--- src/rtl/demux_flow_ctrl.sv ---
// demux_flow_ctrl: link-level flow controller for the 1-to-4 demux stage.
// Pops the ingress FIFO head word and steers it, one cycle later, to the
// destination FIFO selected by its top two bits. Tracks per-destination
// occupancy and pauses a destination with high/low threshold hysteresis.
//
// state  | meaning
// -------+----------------------------------------------------------------
// RESET  | just out of reset; everything cleared, moves to INIT
// INIT   | capturing thresholds while init=1; validated on init release
// IDLE   | link up, ingress empty and all destinations drained
// ACTIVE | moving words; pops gated by the pause flag of the head word
// ERROR  | underflow/overflow or bad thresholds; sticky until reset

module demux_flow_ctrl #(
    parameter int WORD_WIDTH = 6,
    parameter int NUM_DEST   = 4,
    parameter int DEPTH      = 8,
    parameter int CNT_WIDTH  = 4,
    parameter int THR_WIDTH  = 4
) (
    input  logic                  clk,
    input  logic                  reset,
    input  logic                  init,
    input  logic [THR_WIDTH-1:0]  cfg_umbral_alto,
    input  logic [THR_WIDTH-1:0]  cfg_umbral_bajo,
    input  logic                  fifo_empty,
    input  logic [WORD_WIDTH-1:0] fifo_data,
    output logic                  fifo_pop,
    input  logic [NUM_DEST-1:0]   dest_pop,
    output logic [WORD_WIDTH-1:0] demux_data_out,
    output logic [NUM_DEST-1:0]   demux_push,
    output logic [NUM_DEST-1:0]   pause,
    output logic [2:0]            estado,
    output logic                  idle_out,
    output logic                  error_out
);

    // Comparison width: one bit wider than both counter and threshold so that
    // count_next can exceed DEPTH (or wrap below zero) without aliasing.
    localparam int CMP_W = ((CNT_WIDTH >= THR_WIDTH) ? CNT_WIDTH : THR_WIDTH) + 1;
    localparam logic [CMP_W-1:0] DEPTH_C = CMP_W'(DEPTH);

    typedef enum logic [2:0] {
        ST_RESET  = 3'd0,
        ST_INIT   = 3'd1,
        ST_IDLE   = 3'd2,
        ST_ACTIVE = 3'd3,
        ST_ERROR  = 3'd4
    } state_t;

    state_t                r_state;
    logic [THR_WIDTH-1:0]  r_alto;
    logic [THR_WIDTH-1:0]  r_bajo;
    logic [CNT_WIDTH-1:0]  r_count [NUM_DEST];
    logic [NUM_DEST-1:0]   r_pause;
    logic [NUM_DEST-1:0]   r_push;
    logic [WORD_WIDTH-1:0] r_data;

    logic [1:0]            w_sel;
    logic                  w_pop;
    logic [NUM_DEST-1:0]   w_push_issue;
    logic [CMP_W-1:0]      w_count_next [NUM_DEST];
    logic [NUM_DEST-1:0]   w_underflow;
    logic [NUM_DEST-1:0]   w_overflow;
    logic [NUM_DEST-1:0]   w_pause_next;
    logic                  w_any_count;
    logic                  w_err;
    logic                  w_cfg_ok;
    logic                  w_track;

    assign w_sel = fifo_data[WORD_WIDTH-1 -: 2];

    // Head-of-line pop: a paused head word blocks every destination.
    assign w_pop = (r_state == ST_ACTIVE) && !fifo_empty && !r_pause[w_sel];

    // Same-cycle push decode feeding the occupancy counters.
    always_comb begin
        w_push_issue = '0;
        if (w_pop) begin
            w_push_issue[w_sel] = 1'b1;
        end
    end

    // Next occupancy, error conditions and hysteresis decision per destination.
    always_comb begin
        w_any_count = 1'b0;
        for (int d = 0; d < NUM_DEST; d++) begin
            w_count_next[d] = CMP_W'(r_count[d]) + CMP_W'(w_push_issue[d])
                            - CMP_W'(dest_pop[d]);
            w_underflow[d]  = dest_pop[d] && (r_count[d] == '0) && !w_push_issue[d];
            w_overflow[d]   = (w_count_next[d] > DEPTH_C);
            if (w_count_next[d] >= CMP_W'(r_alto)) begin
                w_pause_next[d] = 1'b1;
            end else if (w_count_next[d] <= CMP_W'(r_bajo)) begin
                w_pause_next[d] = 1'b0;
            end else begin
                w_pause_next[d] = r_pause[d];
            end
            if (r_count[d] != '0) begin
                w_any_count = 1'b1;
            end
        end
    end

    // Counters keep tracking dest_pop in INIT so a re-init does not lose state.
    assign w_track  = (r_state == ST_INIT) || (r_state == ST_IDLE) || (r_state == ST_ACTIVE);
    assign w_err    = w_track && ((|w_underflow) || (|w_overflow));
    assign w_cfg_ok = (CMP_W'(cfg_umbral_bajo) < CMP_W'(cfg_umbral_alto))
                   && (CMP_W'(cfg_umbral_alto) <= DEPTH_C);

    // Link state machine with registered push/data outputs and threshold capture.
    always_ff @(posedge clk) begin
        if (reset) begin
            r_state <= ST_RESET;
            r_alto  <= '0;
            r_bajo  <= '0;
            r_push  <= '0;
            r_data  <= '0;
        end else begin
            r_push <= w_err ? '0 : w_push_issue;
            if (w_pop) begin
                r_data <= fifo_data;
            end
            case (r_state)
                ST_RESET: begin
                    r_state <= ST_INIT;
                end
                ST_INIT: begin
                    r_alto <= cfg_umbral_alto;
                    r_bajo <= cfg_umbral_bajo;
                    if (w_err) begin
                        r_state <= ST_ERROR;
                    end else if (!init) begin
                        r_state <= w_cfg_ok ? ST_IDLE : ST_ERROR;
                    end
                end
                ST_IDLE: begin
                    if (w_err) begin
                        r_state <= ST_ERROR;
                    end else if (init) begin
                        r_state <= ST_INIT;
                    end else if (!fifo_empty || w_any_count) begin
                        r_state <= ST_ACTIVE;
                    end
                end
                ST_ACTIVE: begin
                    if (w_err) begin
                        r_state <= ST_ERROR;
                    end else if (init) begin
                        r_state <= ST_INIT;
                    end else if (fifo_empty && !w_any_count && (r_push == '0)) begin
                        r_state <= ST_IDLE;
                    end
                end
                ST_ERROR: begin
                    r_state <= ST_ERROR;
                end
                default: begin
                    r_state <= ST_ERROR;
                end
            endcase
        end
    end

    // Occupancy counters and pause flags; frozen on the error edge and in ERROR.
    // Pause is held in INIT because the thresholds are in flux there.
    always_ff @(posedge clk) begin
        if (reset) begin
            for (int d = 0; d < NUM_DEST; d++) begin
                r_count[d] <= '0;
            end
            r_pause <= '0;
        end else if (w_track && !w_err) begin
            for (int d = 0; d < NUM_DEST; d++) begin
                r_count[d] <= w_count_next[d][CNT_WIDTH-1:0];
            end
            if (r_state != ST_INIT) begin
                r_pause <= w_pause_next;
            end
        end
    end

    assign fifo_pop       = w_pop;
    assign demux_push     = r_push;
    assign demux_data_out = r_data;
    assign pause          = r_pause;
    assign estado         = r_state;
    assign idle_out       = (r_state == ST_IDLE);
    assign error_out      = (r_state == ST_ERROR);

endmodule

--- config.mk ---
export PLATFORM = sky130hd
export DESIGN_NAME = demux_flow_ctrl
export DESIGN_NICKNAME = d
export VERILOG_FILES = /design/src/rtl/demux_flow_ctrl.sv
export SDC_FILE = /design/constraint.sdc
export NUM_CORES = 1
export LEC_CHECK = 0
export ABC_AREA = 1
export CAP_MARGIN = 20
export CORE_MARGIN = 3
export CORE_UTILIZATION = 55
export DETAILED_ROUTE_END_ITERATION = 10
export GPL_TIMING_DRIVEN = 0
export PLACE_DENSITY = 0.88
export REMOVE_ABC_BUFFERS = 1
export SKIP_LAST_GASP = 1
export SLEW_MARGIN = 40
export SYNTH_ARGS = -nofsm -noshare
export SYNTH_HDL_FRONTEND = slang
export SYNTH_SLANG_ARGS = --single-unit
--- constraint.sdc ---
create_clock -name clk -period 3.5 [get_ports clk]
set_input_delay 0.35 -clock clk [delete_from_list [all_inputs] [get_ports clk]]
set_output_delay 0.35 -clock clk [all_outputs]
set_load 0.01 [all_outputs]
## Word-level counts from Yosys, hierarchy flattened

Memories as Yosys holds them, arrays and structs flattened.
Index checks and enable logic that the tools add are counted.
W data, S select, Z words.

| operators by class | value |
|---|---|
| equality and inequality tests | 8 |
| reductions and logical operators | 50 |
| bitwise gates (word level) | 4 |
| mux-type cells | 36 |
| $lt $le $gt $ge | 16 |
| $add $sub $neg | 8 |

Operators by type and width:

| kind | number |
|---|---|
| $mux W3 | 9 |
| $add A4 B1 Y5 | 4 |
| $ge A5 B4 Y1 | 4 |
| $gt A5 B4 Y1 const B | 4 |
| $le A5 B4 Y1 | 4 |
| $logic_not A4 Y1 | 5 |
| $mux W4 | 5 |
| $sub A5 B1 Y5 | 4 |
| $mux W1 | 19 |
| $logic_and A1 B1 Y1 | 16 |
| $reduce_bool A4 Y1 | 4 |
| $reduce_and A3 Y1 | 5 |
| $pmux W3 S4 | 1 |
| $logic_not A1 Y1 | 8 |
| $reduce_bool A2 Y1 | 4 |
| $reduce_or A4 Y1 | 2 |
| $eq A3 B2 Y1 const B | 2 |
| $le A4 B4 Y1 const B | 1 |
| $logic_or A1 B1 Y1 | 4 |
| $lt A4 B4 Y1 | 1 |
| $ne A4 B2 Y1 const B | 1 |
| $ne A4 B3 Y1 const B | 1 |
| $or A1 B1 Y1 | 4 |
| $eq A3 B1 Y1 const B | 1 |
| 9 further kinds | 9 |

| word-level totals | value |
|---|---|
| word-level logic and storage cells | 132 |
| input bits | 22 |
| memories | 1 |
| flip-flop bits (word level) | 25 |
| RAM bits | 16 |

Memories:

| name | depth | bits a word | read ports | clocked after Yosys merged registers in | write ports | RTL line | source |
|---|---|---|---|---|---|---|---|
| r_count | 4 | 4 | 4 | 0 | 4 | 54 | `logic [CNT_WIDTH-1:0] r_count [NUM_DEST];` |

## Longest topological paths before layout

| depth | value |
|---|---|
| depth in word-level cells | 17 |
| mapped depth | 25 |
| depth with buffers taken out | 25 |

## Least setup slack after synthesis

Ideal clock, no wire load.

| path | value |
|---|---|
| path type | register to register |
| from | register r_state[1], in the netlist estado[1] |
| to | memory r_count[0][0], enable pin |
| clock period less this slack | 3.153 ns |
| required time | 3.128 ns |
| data arrival time | 2.782 ns |
| cell stages (with the launch flop) | 22 |
| buffers on the path | 0 |
| setup slack | 0.347 ns |
| cell sequence | dfxtp_1 inv_2 nor2_4 nand2_2 nor2_4 nand3_1 inv_1 ha_1 inv_1 fa_1 inv_1 nor2_1 nand3_1 nand3_1 nand2_1 inv_1 nand2_1 nor2_2 nand2_2 inv_4 nand2_4 nand2_1 |

RTL lines:

| item | RTL line | source |
|---|---|---|
| from (decl) | 51 | `state_t r_state;` |
| from (signal assigned) | 134 | `r_state <= w_cfg_ok ? ST_IDLE : ST_ERROR;` |
| to (decl) | 54 |  |

==> flow_summary.yaml <==
status:
  status: "complete, no violations"
timing:
  min_period_ps: 3310
  fin_skew_ps: 14.8
  slew-limit-headroom_pct: 59.9
  hold_violations: 0
  setup_viol_count_final: 0
  fin_ws_ps: 189
  final_max_slew_viol_count: 0
  hold_ws_ps: 464
  worstMarginPinSlew_ps: 600
  clock.fmax_mhz: 302
  finalCritPeriodShare_pct: 94.6
  finalSetupTns_ps: 0
pwr:
  power_switching_mw: 0.742
  internal_power_mw: 1.09
  switching_share_pct: 40.5
  p_leak_nw: 2.05
  power_density_mw_per_mm2: 442
  p_comb_share_pct: 46.1
  clock_power_share_pct: 19.9
  pwr-share-seq_pct: 34.1
  power_mw: 1.83
  ir_drop_mv: 0.396
critical_path:
  cp.required_ps: 3670
  start_kind: "flip-flop"
  cp-endpoint: "pause[1]"
  max_stage_delay_ps: 520
  cpMaxStageDelayCell: "fa_1"
  cp_cell_sequence: "inv_2 -> nor2_4 -> nand2_2 -> nor2_4 -> nand3_4 -> inv_1 -> ha_2 -> inv_1 -> fa_1 -> inv_1 -> nor2_1 -> nand3_1 -> nand3_1 -> nand2_1 -> inv_1 -> nand2_1 -> nor2_2 -> nand2_2 -> inv_4 -> nand2_4 -> nor2_8 -> o21ai_1 -> nand2_1 -> a21oi_2"
  worst_path_most_repeated_cell: "inv_1"
  regToRegEndpoint: "pause[1]"
  crit_path_end_kind: "flip-flop"
  critPathKind: "flip-flop to flip-flop"
  ff2ff_setup_slack_ps: 190
  cp_max_fo: 8
  crit_start: "estado[1]"
  r2r_cells: 24
  cp.arrival_ps: 3480
  reg2reg_from: "estado[1]"
cells_and_area:
  instances_no_fill: 587
  drive_gt1_share_pct: 7.23
  nets: 596
  utilization_pct: 68.7
  insertedDiodeCount: 0
  area_growth_pct: 18.9
  fin_area_sq_mm: 0.00414
  fillCellCount: 472
cts:
  tritoncts: "built"
  cts_buffers: 5
  clk_latency_ps: 310
  cts.sink_count: 41
  clk_pin_slew_ps: 70
  htreeDepth: 2
  cts_root_buf: "clkbuf_8"
  cts_buffer_depth: 2
  cts.hold.buffers_added: 0
logic_synthesis:
  synth_ff_type: "dfxtp_1"
  ys_seq_area_share_pct: 28.2
  yosysUniqueCellTypes: 35
  async_reset_ff_share_pct: 0
  synth_top_area_share_pct: 21.2
  synth_warnings: 0
  yosysTopAreaCell: "ha_1"
  synth_area_sq_mm: 0.00348
  ys_ff_latch: 41
  synth.avg_cell_area_sq_um: 7.48
  synth_area_leaders: "ha_1 (21%), dfxtp_1 (14%), edfxtp_1 (14%)"
  synth-edff-count: 16
  synthCells: 466
die:
  die_area_sq_mm: 0.00733
  start_util_pct: 57.8
  fp.dieW_um: 85.6
  core_region_area_sq_mm: 0.00603
  dieHeight_um: 85.6
  io_pins: 42
  row_count: 28
global_route:
  grt_overflow: 0
  grt_pass1_vias: 3139
  grt_use_total_pct: 23.3
  grt_max_degree: 17
  grt_pass1_wl_um: 13800
  antenna_found_initial: 0
detailed_routing:
  vias_per_cell: 5.47
  vias: 3209
  drc_errors: 0
  postRouteAntennaNets: 0
  dr.pass1.iters: 5
  wl_per_cell_um: 14.4
  drtIter0Drc: 269
  routed_wl_um: 8480
placement:
  dp.cells: 578
  placed_area_sq_mm: 0.00398
  io_buffers: 41
  post-place-ws_ps: -790
  dp_hpwl_um: 6630
  gp_routability_congestion: 0.908
flow_run:
  max-cap-violations: 0
min_path:
  hold_class: "input pin to flip-flop"
## synthesized netlist by cell type (2+ instances only)
cell type and instances:
clkbuf_1 2, inv_2 3, ha_1 59, buf_2 2, nand2_1 86, o21ai_1 2, o21ai_0 16, o211ai_1 3
fa_1 4, nor3_1 2, nor2_2 3, o21a_1 10, a21boi_0 4, a21oi_1 35, inv_1 89, dfxtp_1 25
o31ai_1 4, and3b_1 2, nand4_1 2, a21oi_2 2, nor2_4 3, edfxtp_1 16, nand2_2 5, nand3_1 37
nor2_1 40
## layer usage
metal  track usage, %  wire, um  up-vias
met5                0         0        -
met4             6.91       195        0
met3             3.84       447       17
met2             40.7      4280       98
met1             29.4      3550     1482
li1                 -         -     1612
## area by class of cell
class,count,area (sq um),share of cell area (%)
clock buffers,7,97.6,2.36
multi-input cells,327,2180,52.7
well taps,75,93.8,2.27
flip-flops and latches,41,986,23.8
clock inverters,1,5.00,0.121
repair buffers,42,423,10.2
inverters,94,355,8.58
## power by group through the flow
stage	Clock [mW]	Combinational (mW)	Sequential, mW
after global routing	0.378	0.963	0.633
final	0.364	0.845	0.624
after global placement	0	0.761	0.627
after CTS	0.362	0.834	0.620
after floorplan	0	0.572	0.620
after detailed placement	0	0.824	0.631
## how the worst min path moves through the flow
stage	start	endpoint	slack (ps)	cells past startpoint
after CTS	demux_data_out[0]	demux_data_out[0]	480	2
after floorplan	reset	pause[1]	410	1
final	fifo_data[4]	demux_data_out[4]	460	3
after global routing	fifo_data[4]	demux_data_out[4]	470	3
after detailed placement	demux_data_out[0]	demux_data_out[0]	460	2
after global placement	demux_data_out[2]	demux_data_out[2]	450	2
## placed cells by master, fill, tap and decap left out, types with 5 or more instances in the layout
cell type,n
a21oi_1,35
clkbuf_8,5
clkdlybuf4s50_1,39
dfxtp_1,23
edfxtp_1,16
ha_1,58
inv_1,89
nand2_1,85
nand2_2,5
nand3_1,35
nor2_1,39
o21a_1,10
o21ai_0,16
## sequential cells by signal (all words and copies together), names as in the netlist
register	cells
r_count	16
demux_data_out	6
demux_push	4
pause	4
r_alto	4
r_bajo	4
estado	3
## worst max-delay path: cells and delay by family, from the launching register on
| family | cells | cell delay, ps |
|---|---|---|
| AND/OR/NAND/NOR | 14 | 1470 |
| adder cells (fa/ha/maj) | 2 | 710 |
| buffers and inverters | 6 | 460 |
| flip-flops | 1 | 380 |
| AO/OA/AOI/OAI | 2 | 160 |
## cell families after synthesis
| logic type | Yosys count | share of synthesized area, % |
|---|---|---|
| AOI/OAI and AO/OA | 77 | 12.9 |
| xor gates and xnor gates | 1 | 0.251 |
| adders and majority gates | 63 | 23.5 |
| buffers and inverters | 98 | 10.7 |
| DFF | 41 | 28.2 |
| and+or+nand+nor | 186 | 24.6 |
## what timing repair did
item	CTS	global route
resized for setup	3	11
endpoints found under the setup margin	16	43
pin swaps	0	2
setup buffers	0	1
(Power assumes the default switching activity.)
